`config.mk`:
```
export PLATFORM = sky130hd
export DESIGN_NAME = bp_me_cache_resp_packer
export DESIGN_NICKNAME = d
export VERILOG_FILES = /design/src/rtl/bp_me_cache_resp_packer_pkg.sv /design/src/rtl/bp_me_cache_resp_packer_counter.sv /design/src/rtl/bp_me_cache_resp_packer.sv
export SDC_FILE = /design/constraint.sdc
export NUM_CORES = 1
export LEC_CHECK = 0
export CORE_MARGIN = 4
export CORE_UTILIZATION = 39
export CTS_CLUSTER_DIAMETER = 200
export DETAILED_ROUTE_END_ITERATION = 10
export PLACE_DENSITY_LB_ADDON = 0.2
export SYNTH_ARGS = -nofsm -noshare
export SYNTH_HDL_FRONTEND = slang
export SYNTH_SLANG_ARGS = --single-unit
```
`constraint.sdc`:
```
create_clock -name clk_i -period 9.6 [get_ports clk_i]
set_clock_uncertainty 0.1 [all_clocks]
set_input_delay 1.44 -clock clk_i [delete_from_list [all_inputs] [get_ports clk_i]]
set_output_delay 1.44 -clock clk_i [all_outputs]
set_load 0.01 [all_outputs]
```
`src/rtl/bp_me_cache_resp_packer_pkg.sv`:
```
// Shared message types, sizes and beat-count decode for the cache-side ME response path.
// Consumed by bp_me_cache_resp_packer and the converter that generates per-dword beats.
package bp_me_cache_resp_packer_pkg;

  localparam int unsigned paddr_width_p     = 40;
  localparam int unsigned dword_width_p     = 64;
  localparam int unsigned cce_block_width_p = 512;
  localparam int unsigned beats_lp          = cce_block_width_p / dword_width_p;
  localparam int unsigned cnt_width_lp      = (beats_lp > 1) ? $clog2(beats_lp) : 1;

  typedef enum logic [3:0] {
    e_mem_msg_rd    = 4'd0,
    e_mem_msg_wr    = 4'd1,
    e_mem_msg_uc_rd = 4'd2,
    e_mem_msg_uc_wr = 4'd3
  } bp_mem_msg_e;

  typedef enum logic [2:0] {
    e_mem_msg_size_1  = 3'd0,
    e_mem_msg_size_2  = 3'd1,
    e_mem_msg_size_4  = 3'd2,
    e_mem_msg_size_8  = 3'd3,
    e_mem_msg_size_16 = 3'd4,
    e_mem_msg_size_32 = 3'd5,
    e_mem_msg_size_64 = 3'd6
  } bp_mem_msg_size_e;

  typedef struct packed {
    bp_mem_msg_e              msg_type;
    bp_mem_msg_size_e         size;
    logic [paddr_width_p-1:0] addr;
  } bp_cce_mem_msg_header_s;

  localparam int unsigned cce_mem_msg_header_width_lp = $bits(bp_cce_mem_msg_header_s);

  typedef enum logic [1:0] {
    e_idle    = 2'd0,
    e_collect = 2'd1,
    e_full    = 2'd2
  } bp_me_packer_state_e;

  // Number of dword beats a response carries; writes are always acknowledged in one beat.
  function automatic logic [cnt_width_lp:0] bp_me_resp_beats(input bp_mem_msg_e      msg_type,
                                                             input bp_mem_msg_size_e size);
    logic [cnt_width_lp:0] n;
    n = (cnt_width_lp+1)'(1);
    if (msg_type == e_mem_msg_rd || msg_type == e_mem_msg_uc_rd) begin
      case (size)
        e_mem_msg_size_16: n = (cnt_width_lp+1)'(2);
        e_mem_msg_size_32: n = (cnt_width_lp+1)'(4);
        e_mem_msg_size_64: n = (cnt_width_lp+1)'(8);
        default:           n = (cnt_width_lp+1)'(1);
      endcase
    end
    return n;
  endfunction

endpackage

```
`src/rtl/bp_me_cache_resp_packer_counter.sv`:
```
// Beat index counter: clear has priority and may be combined with a simultaneous increment.
module bsg_counter_clear_up #(
  parameter  int unsigned max_val_p = 7,
  localparam int unsigned width_lp  = (max_val_p > 0) ? $clog2(max_val_p + 1) : 1
) (
  input  logic                clk_i,
  input  logic                reset_n_i,
  input  logic                clear_i,
  input  logic                up_i,
  output logic [width_lp-1:0] count_o
);

  // NOTE: sequential state is always written with <= so every flop samples pre-edge values.
  always_ff @(posedge clk_i) begin
    if (!reset_n_i)   count_o <= '0;
    else if (clear_i) count_o <= width_lp'(up_i);
    else if (up_i)    count_o <= count_o + 1'b1;
  end

endmodule

```
`src/rtl/bp_me_cache_resp_packer.sv`:
```
// Packs per-dword memory response beats into one full-block response per command.
// Optional BP_ME_RESP_PACKER_ADDR_CHECK_EN adds a sticky beat address/type consistency flag.
module bp_me_cache_resp_packer
  import bp_me_cache_resp_packer_pkg::*;
(
  input  logic                                   clk_i,
  input  logic                                   reset_n_i,
  input  logic [cce_mem_msg_header_width_lp-1:0] mem_resp_header_i,
  input  logic [dword_width_p-1:0]               mem_resp_data_i,
  input  logic                                   mem_resp_v_i,
  output logic                                   mem_resp_yumi_o,
  output logic [cce_mem_msg_header_width_lp-1:0] block_resp_header_o,
  output logic [cce_block_width_p-1:0]           block_resp_data_o,
  output logic                                   block_resp_v_o,
  input  logic                                   block_resp_yumi_i,
  output logic                                   addr_err_o
);

  bp_cce_mem_msg_header_s hdr_in, hdr_r;
  bp_me_packer_state_e    state_r;
  logic [dword_width_p-1:0] lane_r [beats_lp];
  logic [cnt_width_lp:0]    beats_r, n_first;
  logic [cnt_width_lp-1:0]  cnt, last_idx, lane_mask;
  logic [beats_lp-1:0]      lane_wr_en;
  logic                     accept, v_r;

  assign hdr_in   = bp_cce_mem_msg_header_s'(mem_resp_header_i);
  assign n_first  = bp_me_resp_beats(hdr_in.msg_type, hdr_in.size);
  assign last_idx = cnt_width_lp'(beats_r - 1'b1);

  // The full state is a deliberate bubble: no beat is taken while a block is pending.
  assign mem_resp_yumi_o = reset_n_i & mem_resp_v_i & (state_r != e_full);
  assign accept          = mem_resp_yumi_o;

  bsg_counter_clear_up #(.max_val_p(beats_lp - 1)) beat_counter (
    .clk_i     (clk_i),
    .reset_n_i (reset_n_i),
    .clear_i   ((state_r == e_idle && accept) || (state_r == e_full && block_resp_yumi_i)),
    .up_i      (accept),
    .count_o   (cnt)
  );

  assign lane_wr_en = beats_lp'(accept) << ((state_r == e_idle) ? '0 : cnt);

  always_ff @(posedge clk_i) begin
    if (!reset_n_i) begin
      state_r <= e_idle;
      hdr_r   <= '0;
      beats_r <= '0;
      v_r     <= 1'b0;
    end else begin
      case (state_r)
        e_idle: if (accept) begin
          hdr_r   <= hdr_in;
          beats_r <= n_first;
          if (n_first == (cnt_width_lp+1)'(1)) begin
            state_r <= e_full;
            v_r     <= 1'b1;
          end else begin
            state_r <= e_collect;
          end
        end
        e_collect: if (accept && cnt == last_idx) begin
          state_r <= e_full;
          v_r     <= 1'b1;
        end
        e_full: if (block_resp_yumi_i) begin
          state_r <= e_idle;
          v_r     <= 1'b0;
        end
        default: begin
          state_r <= e_idle;
          v_r     <= 1'b0;
        end
      endcase
    end
  end

  // NOTE: the lane storage is reset because the block output must read as zero out of reset.
  always_ff @(posedge clk_i) begin
    for (int i = 0; i < beats_lp; i++) begin
      if (!reset_n_i)         lane_r[i] <= '0;
      else if (lane_wr_en[i]) lane_r[i] <= mem_resp_data_i;
    end
  end

  // Short blocks fill the upper lanes by repeating the received beats (lane i = beat i mod N).
  assign lane_mask = last_idx;

  // NOTE: every always_comb output gets a default first so no latch is inferred.
  always_comb begin
    block_resp_data_o = '0;
    for (int i = 0; i < beats_lp; i++) begin
      block_resp_data_o[i*dword_width_p +: dword_width_p] = lane_r[cnt_width_lp'(i) & lane_mask];
    end
  end

  assign block_resp_header_o = hdr_r;
  assign block_resp_v_o      = v_r;

`ifdef BP_ME_RESP_PACKER_ADDR_CHECK_EN
  logic [paddr_width_p-1:0] exp_addr_r;
  logic                     addr_err_r;

  always_ff @(posedge clk_i) begin
    if (!reset_n_i) begin
      exp_addr_r <= '0;
      addr_err_r <= 1'b0;
    end else if (accept) begin
      exp_addr_r <= hdr_in.addr + paddr_width_p'(8);
      if (state_r == e_collect) begin
        exp_addr_r <= exp_addr_r + paddr_width_p'(8);
        if (hdr_in.addr != exp_addr_r || hdr_in.msg_type != hdr_r.msg_type) addr_err_r <= 1'b1;
      end
    end
  end

  assign addr_err_o = addr_err_r;
`else
  assign addr_err_o = 1'b0;
`endif

endmodule
```
==> results.py, run 1 <==
metrics = {
    "synthesis": {
        "syn_avg_cell_area_um2": 11.2,
        "synth_ff_type": "edfxtp_1",
        "synth_cell_types": 46,
        "synthCells": 2649,
        "synth_nets": 2766,
        "yosys-top-cells-count": "512 x and2_1, 512 x edfxtp_1, 421 x nand2_1, 194 x mux2i_1, 153 x mux2_2",
        "yosysSeqAreaShare_pct": 55.4,
        "synth_area_um2": 29800,
        "ys_async_sr_fraction_pct": 0,
        "synth_warnings": 0,
        "synth_top_area_share_pct": 51.6,
        "synth_area_leaders": "edfxtp_1 52%, and2_1 11%, mux2i_1 6.5%, mux2_2 5.8%, nand2_1 5.3%",
        "synth_edf_count": 512,
        "synth_top_cell_by_area": "edfxtp_1",
        "ys_seq_elements": 568,
    },
    "hold_path": {
        "hold_path_class": "register to register",
        "worstHoldPathCells": 2,
    },
    "routing": {
        "wl_per_cell_um": 23.9,
        "drc": 0,
        "postRouteAntennaNets": 0,
        "drt-initial-drc-count": 1852,
        "via_per_inst": 5.30,
        "vias": 22500,
        "wirelength_um": 102000,
        "drtPass1Iterations": 5,
    },
    "power_and_ir_drop": {
        "power_density_nw_per_um2": 170,
        "p_leak_nw": 14.6,
        "peakVddDrop_v": 0.000167,
    },
    "sta": {
        "worst_pin_slew_ns": 1.18,
        "min_period_over_period_pct": 66.1,
        "slew_viol_final": 0,
        "fmax_mhz": 158,
        "rsz0062_at_grt": "no",
        "hold_viol": 0,
        "tns_ns": 0,
        "setup_viol": 0,
        "min_period_ns": 6.34,
        "relSlewSlack_pct": 21.3,
    },
    "floorplanning": {
        "coreArea_um2": 75800,
        "dieArea_um2": 80800,
        "ioPinCount": 677,
        "start_util_pct": 39.3,
        "die_y_um": 284,
        "die_w_um": 284,
        "core.rowCount": 101,
    },
    "worst_setup_path": {
        "cp_max_fo": 181,
        "path_delay_family": "buffers and inverters",
        "slowest_delay_ns": 1.03,
        "cp-end-kind": "primary output",
        "required_ns": 8.06,
        "critPathKind": "register to primary output",
        "worstPathCellList": "inv_1 -> ha_4 -> buf_12 -> nor2b_1 -> a211oi_1 -> a21oi_1 -> mux2_2 -> clkdlybuf4s50_1",
        "cp.depth": 8,
        "slowest_stage": "dfxtp_4",
        "critPathArrivalTime_ns": 4.80,
        "crit_buf_inv": 3,
        "critPathLaunchType": "register",
        "rr_worst_depth": 8,
    },
    "clocking": {
        "cts_tree": "yes",
        "cts_made_buffers": 61,
        "clk_pin_slew_worst_paths_ns": 0.06,
        "hold_buffers": 0,
        "clock_latency_ns": 0.61,
        "h-tree-depth": 2,
        "root_buffer": "clkbuf_16",
        "clock_sinks": 568,
        "cts_setup_buffers": 0,
        "ctsResizeCount": 0,
        "cts.path.max_buffers": 3,
    },
    "global_route": {
        "grt_pass1_vias": 23100,
        "busiest_layer": "met2",
        "globalRouteMet1Util_pct": 30.7,
        "grt_util_met3_pct": 4.23,
        "antenna_found_initial": 9,
        "grt_util_all_layers_pct": 24.2,
        "overflow": 0,
        "met2_usage_pct": 42.3,
        "grt_max_degree": 183,
        "grt_pass1_wl_um": 150000,
    },
    "job": {
        "max_cap_viol_count": 0,
    },
    "finish": {
        "multi_input_area_um2": 12300,
        "utilization_pct": 51.4,
        "areaGrowthSynthToFinish_pct": 30.9,
        "layout.nets": 3333,
        "drive_above_1_share_pct": 10.4,
        "n_fill_cell": 6620,
        "regArea_um2": 16500,
    },
    "place": {
        "numPortBuffers": 675,
        "routabilityCongestion": 0.881,
        "hpwlAfterDp_um": 66100,
    },
    "run_status": {
        "status": "complete, no violations",
    },
}
metal layers:
layer	part of all wire (%)	routed length, um
met5	0	0
met1	41	41500
met3	6.3	6450
met2	50	50800
met4	2.9	2900
registers in the layout, summed over array words and instances, names as in the netlist:
signal                count
state_r                   2
block_resp_v_o            1
beats_r                   3
block_resp_header_o      47
lane_r                  512
beat_counter.count_o      3
where the power goes:
group	switching, W	leakage, nW	total, W	internal [W]
clock network	0.000964	0.956	0.00228	0.00131
registers	0.0000809	5.77	0.00288	0.00280
logic	0.000750	7.92	0.00146	0.000712
total	0.00179	14.6	0.00662	0.00482
final timing paths:
kind                                                            from                              endpoint  slack, ns
worst min-delay path            block_resp_header_o[36]$_SDFFE_PN0P_  block_resp_header_o[36]$_SDFFE_PN0P_       0.35
worst max register to register               beats_r[0]$_SDFFE_PN0P_               state_r[1]$_SDFFE_PN0P_       5.50
worst max-delay path                         beats_r[0]$_SDFFE_PN0P_                block_resp_data_o[488]       3.26
worst min register to register  block_resp_header_o[36]$_SDFFE_PN0P_  block_resp_header_o[36]$_SDFFE_PN0P_       0.35
cells in the final DEF, fill, tap and decap left out, types with 5 or more instances in the layout:
master           synthesis  final
buf_4                   17     26
mux2_4                  39     39
dfxtp_1                 56     55
edfxtp_1               512    512
clkinv_1                 0     12
nor2_1                  69     69
clkbuf_1                74     11
o21ai_1                 29     29
clkbuf_8                 0      5
nand3_1                 47     47
clkdlybuf4s50_1          0    674
nand2_1                421    421
buf_12                   0      5
mux2_2                 153    153
nor2b_1                 64     64
clkinv_2                 0     11
diode_2                  0      5
and2_1                 512    512
clkbuf_16                0     63
a21oi_1                134    134
mux2i_1                194    194
a211oi_1                64     64
o21ai_0                106    102
tightest hold or removal path: cells and delay by family (launching register included):
family,cells,cell delay (ns)
DFF,1,0.31
and+or+nand+nor,2,0.11
kinds of logic after synthesis:
logic type	synth area share (%)
and+or+nand+nor	19.8
buffers and inverters	3.89
other	0.0126
AOI/OAI and AO/OA	6.32
DFF	55.4
muxes	14.3
xor gates and xnor gates	0.202
adders and majority gates	0.0840
layout make-up:
| type | instances | area share (%) |
|---|---|---|
| diodes | 5 | 0.0321 |
| clock buffers | 82 | 4.37 |
| clock inverters | 29 | 0.549 |
| inverters | 4 | 0.0385 |
| multi-input cells | 1875 | 31.5 |
| flip-flops and latches | 568 | 42.3 |
| well taps | 978 | 3.14 |
| repair buffers | 706 | 18.1 |
through the flow:
step	cell area [um^2]	hold slack (ns)	setup slack (ns)	power, W	std cells
finish	39000	0.354	3.26	0.00662	4247
global placement	37100	0.342	4.00	0.00438	4131
CTS	39000	0.355	3.31	0.00667	4242
floorplan	29800	0.332	2.46	0.00360	2649
detailed placement	37100	0.347	3.98	0.00439	4131
global route	39000	0.377	3.04	0.00686	4245
(Power assumes the default switching activity.)
==> run 2: changes to the inputs <==
==> constraint.sdc (replaced) <==
create_clock -name clk_i -period 6.4 [get_ports clk_i]
set_clock_uncertainty 0.1 [all_clocks]
set_input_delay 0.96 -clock clk_i [delete_from_list [all_inputs] [get_ports clk_i]]
set_output_delay 0.96 -clock clk_i [all_outputs]
set_load 0.01 [all_outputs]
==> run 2 against run 1 <==
Against the previous run: sequential power rose by 50%; combinational power rose by 51%; die area unchanged; non-clock buffer count grew 1; global-route usage grew 0.15 points; critical path depth is 1 lower; critical path type unchanged; power rose by 51%; wire length is 0.13% higher; clock power increased by 52%; final cell count barely moved; hold slack lost 0.0015 ns; clock-buffer cell count is 5 lower.
==> results.py, run 2 (synthesized netlist as in run 1, its figures left out) <==
metrics = {
    "sta": {
        "min_period_ns": 5.21,
        "fmax_mhz": 192,
        "relSlewSlack_pct": 17.1,
        "worst_pin_slew_ns": 1.24,
        "rsz0062_at_grt": "no",
        "slew_viol_final": 0,
        "hold_viol": 0,
        "min_period_over_period_pct": 81.4,
        "setup_viol": 0,
        "tns_ns": 0,
    },
    "place": {
        "routabilityCongestion": 0.898,
        "place_inst": 4132,
        "hpwlAfterDp_um": 66900,
        "numPortBuffers": 675,
    },
    "worst_setup_path": {
        "cp_max_fo": 119,
        "required_ns": 5.34,
        "critPathKind": "register to primary output",
        "r2r-start": "state_r[0]$_SDFFE_PN0P_",
        "critPathLaunchType": "register",
        "critPathArrivalTime_ns": 4.15,
        "slowest_delay_ns": 0.91,
        "crit_buf_inv": 3,
        "slowest_stage": "ha_4",
        "worstPathCellList": "inv_1 -> ha_4 -> buf_12 -> mux2i_1 -> a21oi_1 -> mux2_2 -> clkdlybuf4s50_1",
        "cp-end-kind": "primary output",
        "path_delay_family": "buffers and inverters",
        "cp-startpoint": "beats_r[0]$_SDFFE_PN0P_",
    },
    "clocking": {
        "ctsResizeCount": 0,
        "hold_buffers": 0,
        "h-tree-depth": 2,
        "clk_pin_slew_worst_paths_ns": 0.06,
        "cts.path.max_buffers": 3,
        "cts_tree": "yes",
        "cts_setup_buffers": 0,
        "cts_made_buffers": 61,
        "clock_sinks": 568,
        "root_buffer": "clkbuf_16",
        "clock_latency_ns": 0.61,
    },
    "finish": {
        "final_cell_mix": "674 x clkdlybuf4s50_1, 512 x and2_1, 512 x edfxtp_1",
        "largest_register_ffs": 512,
        "drive_above_1_share_pct": 10.4,
        "regMostFlops": "lane_r",
        "utilization_pct": 51.5,
        "mostFrequentLayoutCell": "clkdlybuf4s50_1",
        "areaGrowthSynthToFinish_pct": 31.2,
        "n_fill_cell": 6655,
        "layout.nets": 3334,
        "regArea_um2": 16500,
        "fin_cells": 4249,
        "multi_input_area_um2": 12300,
    },
    "routing": {
        "wl_met3_um": 6280,
        "drt-initial-drc-count": 1880,
        "wl_per_cell_um": 24.0,
        "met1Wirelength_um": 40800,
        "wirelength_um": 102000,
        "via_per_inst": 5.31,
        "wl_met2_um": 51200,
        "vias": 22600,
        "drtPass1Iterations": 5,
        "drc": 0,
        "postRouteAntennaNets": 0,
        "dr.max_layer_used": "met4",
    },
    "floorplanning": {
        "core.rowCount": 101,
        "coreArea_um2": 75800,
        "ioPinCount": 677,
        "start_util_pct": 39.3,
        "dieArea_um2": 80800,
        "die_y_um": 284,
        "die_w_um": 284,
    },
    "power_and_ir_drop": {
        "totalPowerFinal_w": 0.00998,
        "p_leak_nw": 14.7,
        "power_density_nw_per_um2": 255,
        "peakVddDrop_v": 0.000213,
    },
    "hold_path": {
        "hp-start": "block_resp_header_o[35]$_SDFFE_PN0P_",
        "hold_path_class": "register to register",
    },
    "global_route": {
        "grt_max_degree": 194,
        "grt_util_all_layers_pct": 24.4,
        "antenna_found_initial": 4,
        "grt_pass1_vias": 23400,
        "grt_pass1_wl_um": 152000,
        "overflow": 0,
    },
    "run_status": {
        "status": "complete, no violations",
    },
    "job": {
        "max_cap_viol_count": 0,
    },
}
==> run 2: final timing paths <==
| kind | to | slack, ns | cells past startpoint |
|---|---|---|---|
| worst max-delay path | block_resp_data_o[482] | 1.19 | 7 |
| worst min-delay path | block_resp_header_o[35]$_SDFFE_PN0P_ | 0.35 | 2 |
| worst max register to register | lane_r[4][37]$_SDFFCE_PN0P_ | 2.96 | 4 |
| worst min register to register | block_resp_header_o[35]$_SDFFE_PN0P_ | 0.35 | 2 |
==> run 2: power breakdown <==
group | internal (W) | switching, W
Combinational | 0.00107 | 0.00113
Clock | 0.00202 | 0.00145
Sequential | 0.00420 | 0.000115
==> run 2: layout make-up <==
type                       instances  area share [%]
antenna                            3          0.0192
clock buffer                      77            4.33
clock inverter                    37           0.692
inverter                           4          0.0384
multi-input combinational       1875            31.4
sequential                       568            42.2
tap                              978            3.13
timing repair buffer             707            18.1
==> run 2: metrics by stage <==
| stage | area [um^2] | worst slack, ns | hold WS [ns] |
|---|---|---|---|
| floorplan | 29800 | -0.244 | 0.332 |
| global placement | 37100 | 1.83 | 0.342 |
| detailed placement | 37100 | 1.79 | 0.344 |
| CTS | 39100 | 1.17 | 0.353 |
| global route | 39100 | 0.967 | 0.367 |
| finish | 39100 | 1.19 | 0.353 |
==> run 2: worst reg2reg max path, stage by stage, from the launching register on <==
cell and delay (ns):
dfxtp_1 0.59, nand2b_2 0.27, nor3_4 0.20, buf_4 0.73, nand2b_4 1.10
==> run 2: metal layers <==
layer,track usage (%),vias up
met2,43.0,883
met3,3.99,190
li1,-,10400
met5,0,-
met1,30.5,11100
met4,8.01,0
==> run 3: changes to the inputs <==
==> constraint.sdc (replaced) <==
create_clock -name clk_i -period 4.3 [get_ports clk_i]
set_clock_uncertainty 0.1 [all_clocks]
set_input_delay 0.645 -clock clk_i [delete_from_list [all_inputs] [get_ports clk_i]]
set_output_delay 0.645 -clock clk_i [all_outputs]
set_load 0.01 [all_outputs]
==> run 3 against run 2 <==
Against the previous run: register-to-register slack worse by 1.1 ns; combinational power up 53%; critical path depth down 1; first-iteration DRC count down 2.6%; sequential power up 49%; setup slack worse by 1.1 ns; final cell count up 0.94%; clock-buffer cell count up 1; power up 51%.
==> results.py, run 3 (synthesized netlist as in run 1, its figures left out) <==
metrics = {
    "routing": {
        "wirelength_um": 102000,
        "postRouteAntennaNets": 0,
        "vias": 22700,
        "wl_per_cell_um": 23.8,
        "via_per_inst": 5.29,
        "drc": 0,
        "drt-initial-drc-count": 1831,
        "drtPass1Iterations": 5,
    },
    "job": {
        "max_cap_viol_count": 0,
    },
    "floorplanning": {
        "die_y_um": 284,
        "start_util_pct": 39.3,
        "core.rowCount": 101,
        "die_w_um": 284,
        "dieArea_um2": 80800,
        "coreArea_um2": 75800,
        "ioPinCount": 677,
    },
    "clocking": {
        "clock_sinks": 568,
        "clock_latency_ns": 0.58,
        "clk_pin_slew_worst_paths_ns": 0.06,
        "root_buffer": "clkbuf_16",
        "h-tree-depth": 3,
        "hold_buffers": 0,
        "cts_tree": "yes",
        "cts.path.max_buffers": 3,
        "cts_made_buffers": 66,
    },
    "global_route": {
        "grt_util_all_layers_pct": 24.3,
        "met2_usage_pct": 42.9,
        "globalRouteMet1Util_pct": 30.5,
        "grt_pass1_vias": 23200,
        "antenna_found_initial": 10,
        "busiest_layer": "met2",
        "overflow": 0,
        "grt_max_degree": 145,
        "grt_pass1_wl_um": 151000,
        "grt_util_met3_pct": 4.43,
    },
    "finish": {
        "mostFrequentLayoutCell": "clkdlybuf4s50_1",
        "largest_register_ffs": 512,
        "n_fill_cell": 6515,
        "final_area_um2": 39700,
        "areaGrowthSynthToFinish_pct": 33.4,
        "drive_above_1_share_pct": 11.6,
        "layout.nets": 3379,
        "regMostFlops": "lane_r",
        "final_cell_mix": "674 x clkdlybuf4s50_1, 512 x and2_1, 512 x edfxtp_1",
    },
    "sta": {
        "setup_viol": 0,
        "min_period_ns": 4.16,
        "rsz0062_at_grt": "no",
        "min_period_over_period_pct": 96.8,
        "relSlewSlack_pct": 26.4,
        "fmax_mhz": 240,
        "hold_viol": 0,
        "hold_ws_ns": 0.350,
        "worst_pin_slew_ns": 1.10,
        "slew_viol_final": 0,
    },
    "power_and_ir_drop": {
        "peakVddDrop_v": 0.000266,
        "p_leak_nw": 15.0,
        "power_density_nw_per_um2": 379,
    },
    "worst_setup_path": {
        "required_ns": 3.56,
        "critPathArrivalTime_ns": 3.42,
        "cp-end-kind": "primary output",
        "critPathKind": "register to primary output",
        "cp_max_fo": 144,
        "critPathLaunchType": "register",
        "r2r_slack_ns": 1.82,
    },
    "run_status": {
        "status": "complete, no violations",
    },
    "hold_path": {
        "hold_path_class": "register to register",
    },
    "place": {
        "placed_area_um2": 37600,
        "hpwlAfterDp_um": 67100,
        "routabilityCongestion": 0.865,
        "numPortBuffers": 675,
    },
}
==> run 3: repair_timing <==
| action | 4_1_cts | 5_1_grt |
|---|---|---|
| resized for setup | 0 | 1 |
| setup endpoints to repair | 6 | 17 |
| pin swaps | 1 | 1 |
| buffers inserted | 1 | 11 |
==> run 3: metrics by stage <==
step	worst slack, ns	utilization [%]	power, W	setup TNS [ns]	std cells
after floorplan	-0.311	-	0.00804	-77.87	2649
after global placement	0.574	49.5	0.00985	0	4160
after detailed placement	0.566	49.5	0.00986	0	4160
after CTS	0.0152	52.2	0.0152	0	4269
after global routing	0.0740	52.4	0.0156	0	4286
final	0.136	52.4	0.0151	0	4289
==> run 3: power by group <==
group | switching, W | internal, W | total (W)
sequential | 0.000168 | 0.00624 | 0.00641
clock | 0.00223 | 0.00307 | 0.00529
combinational | 0.00170 | 0.00166 | 0.00336
==> run 3: metal layers <==
metal	up-vias	share of wire, %
li1	10500	-
met1	11200	40
met2	895	51
met3	150	6.2
met4	4	2.7
met5	-	0.026
==> run 3: path summary, 6_finish.rpt <==
kind                                           to                            startpoint  cells past startpoint
min reg2reg  block_resp_header_o[36]$_SDFFE_PN0P_  block_resp_header_o[36]$_SDFFE_PN0P_                      2
max                        block_resp_data_o[488]               beats_r[0]$_SDFFE_PN0P_                      6
max reg2reg           lane_r[0][39]$_SDFFCE_PN0P_               state_r[0]$_SDFFE_PN0P_                      5
min          block_resp_header_o[36]$_SDFFE_PN0P_  block_resp_header_o[36]$_SDFFE_PN0P_                      2
==> run 3: layout make-up <==
| type | count | area (um^2) | share of cell area (%) |
|---|---|---|---|
| multi-input cells | 1875 | 12300 | 30.9 |
| diodes | 9 | 22.5 | 0.0567 |
| well taps | 978 | 1220 | 3.08 |
| clock inverters | 30 | 265 | 0.668 |
| repair buffers | 747 | 7670 | 19.3 |
| clock buffers | 78 | 1740 | 4.38 |
| flip-flops and latches | 568 | 16500 | 41.5 |
| inverters | 4 | 15.0 | 0.0378 |
==> run 3: critical path, cell delays in order, from the launching register on <==
cell             delay (ns)
dfxtp_4                0.47
buf_12                 0.54
mux2_4                 0.40
nand2_1                0.07
o21ai_0                0.18
mux2_2                 0.37
clkdlybuf4s50_1        0.49
